### config.mk
export PLATFORM = sky130hd
export DESIGN_NAME = qpsk_symbol_mapper_flat
export DESIGN_NICKNAME = d
export VERILOG_FILES = /design/src/rtl/qpsk_symbol_mapper_if.sv /design/src/rtl/qpsk_symbol_mapper.sv /design/src/flat_wrapper.sv
export SDC_FILE = /design/constraint.sdc
export NUM_CORES = 1
export LEC_CHECK = 0
export CAP_MARGIN = 20
export CORE_MARGIN = 2
export CORE_UTILIZATION = 44
export DETAILED_ROUTE_END_ITERATION = 7
export GPL_ROUTABILITY_DRIVEN = 0
export PLACE_DENSITY = 0.84
export SYNTH_ARGS = -nofsm -noshare
export SYNTH_HDL_FRONTEND = slang
export SYNTH_SLANG_ARGS = --single-unit
export TNS_END_PERCENT = 1
### constraint.sdc
create_clock -name clk50m -period 1.65 [get_ports clk50m]
set_input_delay 0.2475 -clock clk50m [delete_from_list [all_inputs] [get_ports clk50m]]
set_output_delay 0.2475 -clock clk50m [all_outputs]
set_load 0.03 [all_outputs]
### src/rtl/qpsk_symbol_mapper_if.sv
// Byte-stream handshake into the symbol mapper.
// Ports: din (payload byte), din_valid, din_ready.
interface qpsk_symbol_mapper_if;
    logic [7:0] din;
    logic       din_valid;
    logic       din_ready;

    modport master (
        output din,
        output din_valid,
        input  din_ready
    );

    modport slave (
        input  din,
        input  din_valid,
        output din_ready
    );
endinterface

### src/rtl/qpsk_symbol_mapper.sv
// Serialises bytes MSB-first into QPSK (Gray) or 2ASK symbols.
// Ports: clk50m, rst_n (async low), sym_clk (sampled symbol clock),
//        en, feed (byte handshake, slave), i_out/q_out (signed levels),
//        phase_sel (carrier phase index), sym_strobe, underrun.
module qpsk_symbol_mapper #(
    parameter int MODE  = 0,
    parameter int OUT_W = 8,
    parameter int AMP   = 100
) (
    input  logic                    clk50m,
    input  logic                    rst_n,
    input  logic                    sym_clk,
    input  logic                    en,
    qpsk_symbol_mapper_if.slave     feed,
    output logic signed [OUT_W-1:0] i_out,
    output logic signed [OUT_W-1:0] q_out,
    output logic [1:0]              phase_sel,
    output logic                    sym_strobe,
    output logic                    underrun
);

    localparam int BPS = (MODE == 1) ? 1 : 2;
    localparam logic [3:0] SPB = (MODE == 1) ? 4'd8 : 4'd4;
    localparam logic signed [OUT_W-1:0] POS = OUT_W'(AMP);
    localparam logic signed [OUT_W-1:0] NEG = -POS;

    typedef enum logic {
        IDLE,
        RUN
    } state_t;

    state_t state;

    logic s1, s2, s3;
    logic tick;
    logic [7:0] hold;
    logic hold_full;
    logic [7:0] sh;
    logic [3:0] sym_left;

    logic accept;
    logic have;
    logic [7:0] src;
    logic [7:0] src_nxt;
    logic signed [OUT_W-1:0] m_i;
    logic signed [OUT_W-1:0] m_q;
    logic [1:0] m_ph;

    // Rising edge of the synchronised symbol clock, gated by enable.
    assign tick = s2 & ~s3 & en;

    assign feed.din_ready = ~hold_full;
    assign accept = feed.din_valid & ~hold_full;

    // Bits still in the shifter take priority over the held byte.
    assign have    = (sym_left != 4'd0) | hold_full;
    assign src     = (sym_left != 4'd0) ? sh : hold;
    assign src_nxt = src << BPS;

    always_comb begin
        m_i  = POS;
        m_q  = POS;
        m_ph = 2'd0;
        if (MODE == 1) begin
            m_i = src[7] ? POS : '0;
            m_q = '0;
        end else begin
            // Gray dibit b1b0: I sign from b0, Q sign from b1.
            m_i  = src[6] ? NEG : POS;
            m_q  = src[7] ? NEG : POS;
            m_ph = {src[7], src[7] ^ src[6]};
        end
    end

    always_ff @(posedge clk50m or negedge rst_n) begin
        if (!rst_n) begin
            s1         <= 1'b0;
            s2         <= 1'b0;
            s3         <= 1'b0;
            hold       <= 8'd0;
            hold_full  <= 1'b0;
            sh         <= 8'd0;
            sym_left   <= 4'd0;
            state      <= IDLE;
            i_out      <= '0;
            q_out      <= '0;
            phase_sel  <= 2'd0;
            sym_strobe <= 1'b0;
            underrun   <= 1'b0;
        end else begin
            s1         <= sym_clk;
            s2         <= s1;
            s3         <= s2;
            sym_strobe <= 1'b0;
            underrun   <= 1'b0;

            // Accept needs an empty holder, transfer needs a full one,
            // so the two never collide on hold_full.
            if (accept) begin
                hold      <= feed.din;
                hold_full <= 1'b1;
            end

            if (tick) begin
                if (have) begin
                    sh <= src_nxt;
                    if (sym_left != 4'd0) begin
                        sym_left <= sym_left - 4'd1;
                    end else begin
                        sym_left  <= SPB - 4'd1;
                        hold_full <= 1'b0;
                    end
                    i_out      <= m_i;
                    q_out      <= m_q;
                    phase_sel  <= m_ph;
                    sym_strobe <= 1'b1;
                    state      <= RUN;
                end else if (state == RUN) begin
                    // Starved: silence the carrier, keep the phase.
                    i_out      <= '0;
                    q_out      <= '0;
                    sym_strobe <= 1'b1;
                    underrun   <= 1'b1;
                    state      <= IDLE;
                end
            end
        end
    end

endmodule
### src/flat_wrapper.sv
// flat-port wrapper written by rule: the top's interface ports become plain ports
module qpsk_symbol_mapper_flat 
#(
    parameter int MODE  = 0,
    parameter int OUT_W = 8,
    parameter int AMP   = 100
)
  (clk50m, rst_n, sym_clk, en, i_out, q_out, phase_sel, sym_strobe, underrun, feed_din, feed_din_valid, feed_din_ready);
  qpsk_symbol_mapper_if feed_i ();
  input  logic clk50m;
  input  logic rst_n;
  input  logic sym_clk;
  input  logic en;
  output logic signed [OUT_W-1:0] i_out;
  output logic signed [OUT_W-1:0] q_out;
  output logic [1:0] phase_sel;
  output logic sym_strobe;
  output logic underrun;
  input wire logic [$bits(feed_i.din)-1:0] feed_din;
  input wire logic [$bits(feed_i.din_valid)-1:0] feed_din_valid;
  output wire logic [$bits(feed_i.din_ready)-1:0] feed_din_ready;
  assign feed_i.din = feed_din;
  assign feed_i.din_valid = feed_din_valid;
  assign feed_din_ready = feed_i.din_ready;
  qpsk_symbol_mapper #(.MODE(MODE), .OUT_W(OUT_W), .AMP(AMP)) u_core (.clk50m(clk50m), .rst_n(rst_n), .sym_clk(sym_clk), .en(en), .feed(feed_i), .i_out(i_out), .q_out(q_out), .phase_sel(phase_sel), .sym_strobe(sym_strobe), .underrun(underrun));
endmodule
==> impl_results.md, run 1 <==
* Design area at 1870 µm²
* DR iter-0 viols at 16
* First-pass GRT wire length at 4.71 mm
* Crit path kind: reg2reg
* Die Width at 60.9 µm
* R2r setup slk at 0.0003 ns
* Worst reg2reg path startpoint: u_core.sym_left[0]
* Combinational power share at 0.440
* Detailed placement HPWL at just over 2 mm
* Synth warn at 0
* Worst EP arrival at between 1.5 and 2 ns
* DP Area at between 1500 and 2000 µm²
* Largest net degree at the start of global routing at 33
* Initial Util at 0.463
* Status: completed
* Register area share after synthesis at 0.562
* Mapped cell area at 1430 µm²
* Post-Synth Adder-Cell Area at 0.0176
* Clock share of power at 0.169
* Cell row count at 20
* Antenna Violating Nets Remaining at 0
* IR drop worst, VDD at 0.841 mV
* Slew Viols, Final at 0
* GR peak layer: met2
* CTS max path bufs at 2
* Unrepaired setup endpoints after global routing: yes
* Hold WS at 0.290 ns
* DR vias/cell at 5.10
* Yosys reg bits at 32
* Switching Fraction at 0.381
* Main combinational cell family by area after synthesis: compound AO/OA/AOI/OAI gates
* Power Density at roughly 1800 nW/µm²
* Share of cells above drive strength 1 at 0.275
* Most common cell after layout, fill and taps aside: dfrtp_1
* GRT overflow at 0
* Leakage power at about 0.86 nW
* GR Util met1 at 0.205
* Commonest cells after routing, fill and taps aside: dfrtp_1 (32), clkdlybuf4s50_1 (14), dlygate4sd2_1 (13), buf_4 (12), mux2_2 (10)
* R2R Path End: u_core.i_out[6]
* CTS tree: done
* Post-layout total power at 3.42 mW
* Clock sinks at 32
* Mean post-synth cell area at 12.8 µm²
* Initial antenna violation count at 0
* Global-route usage over all layers at 0.180
* Root buffer cell: clkbuf_4
* Fmax at 0.606 GHz
* Worst Reg2Reg Path Length in Cells at 6
* Vias at around 990
* Fill count at between 200 and 300
* Final WL at 2.77 mm
* Die Area at approximately 3700 µm²
* Critical Path RT at 1.88 ns
* CTS Buf Count at 5
* CTS clk-pin slew, worst paths at ~0.10 ns
* Fin crit share at 1.00
* Skew final at 0.0153 ns
* Mux cell area share after synthesis at 0.100
* Pint at 2.12 mW
* Netlist cell types at 31
* Antenna Cells at 0
* Number of global-route vias before repair at 985
* Synth Area in XOR/XNOR at 0.0123
* Met2 Usage GRT at 0.326
* MaxCap Viol Count at 0
* NumNets Final at 163
* CTS Hold Bufs at 0
* Worst min path class: in2async
* I/O pins at 34
* Post-synthesis compound-gate area fraction at 0.130
* Clk Latency, worst-skew pair at between 0.3 and 0.4 ns
* Finish-stage setup viols at 0
* Synth Area in Simple Gates at 0.0852
* IO Port Bufs at 29
* Final hold violations at 0
* Inst Count DP at 181
* Seq pwr share at 0.392
* DR pass1 iterations at 4
* P&R area growth vs syn at 30.9%
* Startpoint types: flip-flop
* Die Y at 60.9 µm
* DRC violations left at 0
* P_sw at 1.30 mW
* Grt met3 use at 0.0448
* Final Non-Filler Cells at 193
* WL/cell at 14.4 µm
* Fin crit period at 1.65 ns
* H-tree Lvls at 2
* Core Region at 3080 µm²
* Crit path capture type: flip-flop
* Cells after Synth at 111
* Crit path max fanout at 5
==> registers in the layout, summed over array words and instances, names as in the netlist <==
name,count
u_core.sym_strobe,1
u_core.s2,1
u_core.q_out,3
u_core.sym_left,4
u_core.hold_full,1
u_core.i_out,2
u_core.state,1
u_core.phase_sel,2
u_core.s1,1
u_core.underrun,1
u_core.hold,8
u_core.s3,1
u_core.sh,6
==> per-stage QoR <==
stage,setup TNS [ns],utilization,setup slack (ns)
2_1_floorplan,0,-,0.0644
3_3_place_gp,0,0.563,0.0105
3_5_place_dp,-0.885,0.563,-0.0873
4_1_cts,-0.00192,0.589,-0.00192
5_1_grt,-0.276,0.606,-0.0787
6_report,0,0.606,0.000301
==> cell families (layout without fill, tap and decap cells) <==
logic type | count (synthesis) | in the layout
flops | 32 | 32
compound gates | 23 | 23
simple gates | 19 | 19
buf+inv | 19 | 54
mux | 13 | 13
fa+ha+maj | 2 | 2
xor+xnor | 2 | 2
other cells | 1 | 4
==> power by group through the flow <==
stage / Sequential [mW] / Combinational, mW / Clock [mW]
final: 1.34 / 1.50 / 0.577
after global routing: 1.38 / 1.62 / 0.644
after CTS: 1.34 / 1.42 / 0.597
after detailed placement: 1.35 / 1.45 / 0
after global placement: 1.32 / 1.40 / 0
after floorplan: 1.44 / 0.893 / 0
==> worst max path at each step <==
stage / from / end / slack, ns / cells past startpoint
5_1_grt: u_core.sym_left[0] / u_core.q_out[6] / -0.08 / 5
3_5_place_dp: u_core.sym_left[0] / u_core.sym_left[1] / -0.09 / 5
4_1_cts: u_core.sym_left[0] / u_core.i_out[6] / -0.002 / 5
6_report: u_core.sym_left[0] / u_core.i_out[6] / 0.0003 / 6
3_3_place_gp: u_core.sym_left[0] / u_core.q_out[6] / 0.01 / 5
2_1_floorplan: u_core.sym_left[0] / u_core.i_out[6] / 0.06 / 6
==> what timing repair did <==
| item | 4_1_cts | 5_1_grt |
|---|---|---|
| pin swaps | 0 | 2 |
| setup buffers | 0 | 4 |
| gates resized for setup | 18 | 6 |
| setup endpoints to repair | 28 | 20 |
| hold endpoints to repair | 0 | 0 |
==> Yosys cell counts, drive strengths merged <==
cell type,n,area [µm²]
dfrtp,32,801
buf,14,110
mux2,10,113
a2bb2oi,5,43.8
inv,5,18.8
nor2,5,21.3
o21ai,5,28.8
o22ai,5,31.3
a22o,4,35.0
nand2,4,15.0
mux2i,3,30.0
ha,2,25.0
nor3,2,15.0
o2bb2ai,2,17.5
xor2,2,17.5
a21o,1,7.51
and3b,1,8.76
conb,1,3.75
nand3b,1,7.51
nor2b,1,6.26
nor3b,1,12.5
nor4,1,6.26
nor4b,1,8.76
o31ai,1,21.3
or3b,1,8.76
or4bb,1,11.3
==> metal layers <==
layer  wire length (µm)  part of all wire  vias to the layer above
met5                  0                 0                        -
met1               1140              0.41                      472
met4                 69             0.025                        0
met3                138             0.050                        7
li1                   -                 -                      464
met2               1430              0.51                       42
==> cell type report <==
class / count / area [µm²] / area share
well taps: 44 / 55.1 / 0.0295
clock inverters: 2 / 35.0 / 0.0188
clock buffers: 6 / 41.3 / 0.0221
multi-input cells: 63 / 546 / 0.292
flip-flops and latches: 32 / 801 / 0.429
inverters: 5 / 18.8 / 0.0101
repair buffers: 41 / 369 / 0.198
==> worst max-delay path: stages, from the launching register on <==
cell and delay [ns]:
dfrtp_1 0.40, inv_2 0.09, ha_4 0.15, or3b_4 0.44, buf_4 0.16, mux2i_1 0.13
a22o_1 0.20
(Power assumes the default switching activity.)
==> run 2: changes to the inputs <==
--- a/config.mk
+++ b/config.mk
@@ -5,12 +5,12 @@
 export SDC_FILE = /design/constraint.sdc
 export NUM_CORES = 1
 export LEC_CHECK = 0
-export CAP_MARGIN = 20
+export CAP_MARGIN = 10
 export CORE_MARGIN = 2
 export CORE_UTILIZATION = 44
 export DETAILED_ROUTE_END_ITERATION = 7
 export GPL_ROUTABILITY_DRIVEN = 0
-export PLACE_DENSITY = 0.84
+export PLACE_DENSITY = 0.87
 export SYNTH_ARGS = -nofsm -noshare
 export SYNTH_HDL_FRONTEND = slang
 export SYNTH_SLANG_ARGS = --single-unit
==> impl_results.md, run 2 (same netlist as run 1, synthesis figures left out) <==
* DR iter-0 viols at 24 (was 16)
* Final WS setup at 0.00992 ns (was 0.000301 ns)
* Flip-flop and latch area at 801 µm² (unchanged)
* CP Cell Sequence: inv_2 > ha_4 > or3b_4 > o31ai_4 > a22o_1 (was inv_2 > ha_4 > or3b_4 > buf_4 > mux2i_1 > a22o_1)
* I/O pins at 34 (unchanged)
* IO Port Bufs at 29 (unchanged)
* Finish-stage setup viols at 0 (unchanged)
* Final WL at 2.72 mm (was 2.77 mm)
* TNS Setup at 0 ns (unchanged)
* MaxCap Viol Count at 0 (unchanged)
* Crit path capture type: flip-flop (unchanged)
* Crit path max fanout at 5 (unchanged)
* CTS Buf Count at 5 (unchanged)
* Fin util at 0.593 (was 0.606)
* Clock share of power at 0.128 (was 0.169)
* First-pass GRT wire length at 4.55 mm (was 4.71 mm)
* P_sw at 1.28 mW (was 1.30 mW)
* Unrepaired setup endpoints after global routing: yes (unchanged)
* Multi-input logic area at 546 µm² (unchanged)
* Detailed placement HPWL at 1.94 mm (was 2.03 mm)
* Die Width at 60.9 µm (unchanged)
* Slowest stage delay, CP at 0.44 ns (about the same)
* Global-route usage over all layers at 0.174 (was 0.180)
* Hold WS at 0.308 ns (was 0.290 ns)
* Worst min path class: in2async (unchanged)
* Share of cells above drive strength 1 at 0.248 (was 0.275)
* Slew Viols, Final at 0 (unchanged)
* Core Region at 3080 µm² (unchanged)
* Root buffer cell: clkbuf_4 (unchanged)
* Critical Path Stages at 5 (was 6)
* Switching Fraction at 0.399 (was 0.381)
* Die Y at 60.9 µm (unchanged)
* IR drop worst, VDD at 0.823 mV (was 0.841 mV)
* WL/cell at 14.4 µm (about the same)
* Max FFs per register at 8 (unchanged)
* Skew final at 0.00634 ns (was 0.0153 ns)
* Fmax at 0.610 GHz (was 0.606 GHz)
* CP delay by family, top: compound AO/OA/AOI/OAI gates (was simple AND/OR/NAND/NOR gates)
* Final Non-Filler Cells at 189 (was 193)
* Seq pwr share at 0.415 (was 0.392)
* P&R area growth vs syn at 28.0% (was 30.9%)
* Fill count at 267 (was 262)
* Antenna Cells at 0 (unchanged)
* Initial antenna violation count at 0 (unchanged)
* Antenna Violating Nets Remaining at 0 (unchanged)
* DRC violations left at 0 (unchanged)
* NumNets Final at 160 (was 163)
* Most common cell after layout, fill and taps aside: dfrtp_1 (unchanged)
* DP Area at 1740 µm² (was 1730 µm²)
* Inst Count DP at 182 (was 181)
* CP max-delay cell: or3b_4 (unchanged)
* Power Density at 1760 nW/µm² (was 1830 nW/µm²)
* GRT overflow at 0 (unchanged)
* CTS clk-pin slew, worst paths at 0.09 ns (was 0.10 ns)
* CTS max path bufs at 2 (unchanged)
* DR vias/cell at 5.24 (was 5.10)
* Initial Util at 0.463 (unchanged)
* Startpoint types: flip-flop (unchanged)
* DR pass1 iterations at 4 (unchanged)
* Top Registers: u_core.hold (8), u_core.sh (6), u_core.sym_left (4) (unchanged)
* Combinational power share at 0.457 (was 0.440)
* H-tree Lvls at 2 (unchanged)
* Vias at 990 (was 985)
* Worst Reg2Reg Path Length in Cells at 5 (was 6)
* Die Area at 3710 µm² (unchanged)
* Post-layout total power at 3.22 mW (was 3.42 mW)
* Fin crit share at 0.994 (was 1.00)
* Critical Path RT at 1.92 ns (was 1.88 ns)
* Largest register by flop count: u_core.hold (unchanged)
* Worst Path Buf+Inv at 1 (was 2)
* Clock sinks at 32 (unchanged)
* Cell row count at 20 (unchanged)
* Number of global-route vias before repair at 976 (was 985)
* Status: completed (unchanged)
* CTS Hold Bufs at 0 (unchanged)
* Crit path kind: reg2reg (unchanged)
* Fin crit period at 1.64 ns (was 1.65 ns)
* Commonest cells after routing, fill and taps aside: dfrtp_1 (32), clkdlybuf4s50_1 (14), mux2_2 (10), dlygate4sd2_1 (10), buf_4 (9) (was dfrtp_1 (32), clkdlybuf4s50_1 (14), dlygate4sd2_1 (13), buf_4 (12), mux2_2 (10))
* Largest net degree at the start of global routing at 33 (unchanged)
* Clk Latency, worst-skew pair at 0.33 ns (about the same)
* Worst EP arrival at 1.91 ns (was 1.88 ns)
* Final hold violations at 0 (unchanged)
* Pint at 1.94 mW (was 2.12 mW)
* Leakage power at 0.864 nW (was 0.861 nW)
* CTS tree: done (unchanged)
* Worst slack, placed at -0.115 ns (was -0.0873 ns)
* Design area at 1820 µm² (was 1870 µm²)
[run 2: layout make-up]
cell class              count  share of cell area
inverters                   5              0.0103
clock inverters             1             0.00274
multi-input cells          63               0.299
well taps                  44              0.0302
repair buffers             38               0.196
flip-flops and latches     32               0.439
clock buffers               6              0.0226
[run 2: power groups by stage]
stage	combinational, mW	sequential, mW	clock (mW)
floorplan	0.893	1.44	0
global placement	1.42	1.32	0
detailed placement	1.46	1.34	0
CTS	1.45	1.32	0.426
global route	1.58	1.37	0.472
finish	1.47	1.34	0.414
[run 2: per-layer routing]
layer	vias up	global-route usage	wire length [µm]
met5	-	0	0
met4	0	0.0466	14
met3	2	0.0768	137
met2	35	0.298	1410
met1	496	0.199	1160
li1	457	-	-
[run 2: path summary, 6_finish.rpt]
kind	endpoint	startpoint	slack [ns]
max	u_core.i_out[6]	u_core.sym_left[1]	0.01
min	u_core.s1	rst_n	0.31
max reg2reg	u_core.i_out[6]	u_core.sym_left[1]	0.01
min reg2reg	u_core.s2	u_core.s1	0.37
max in group asynchronous	u_core.sh[6]	rst_n	1.06
min in group clk50m	u_core.s1	sym_clk	0.35
[run 2: what timing repair did]
item	4_1_cts	5_1_grt
buffers inserted	0	0
setup endpoints to repair	27	22
pin swaps	1	1
resized for setup	14	10
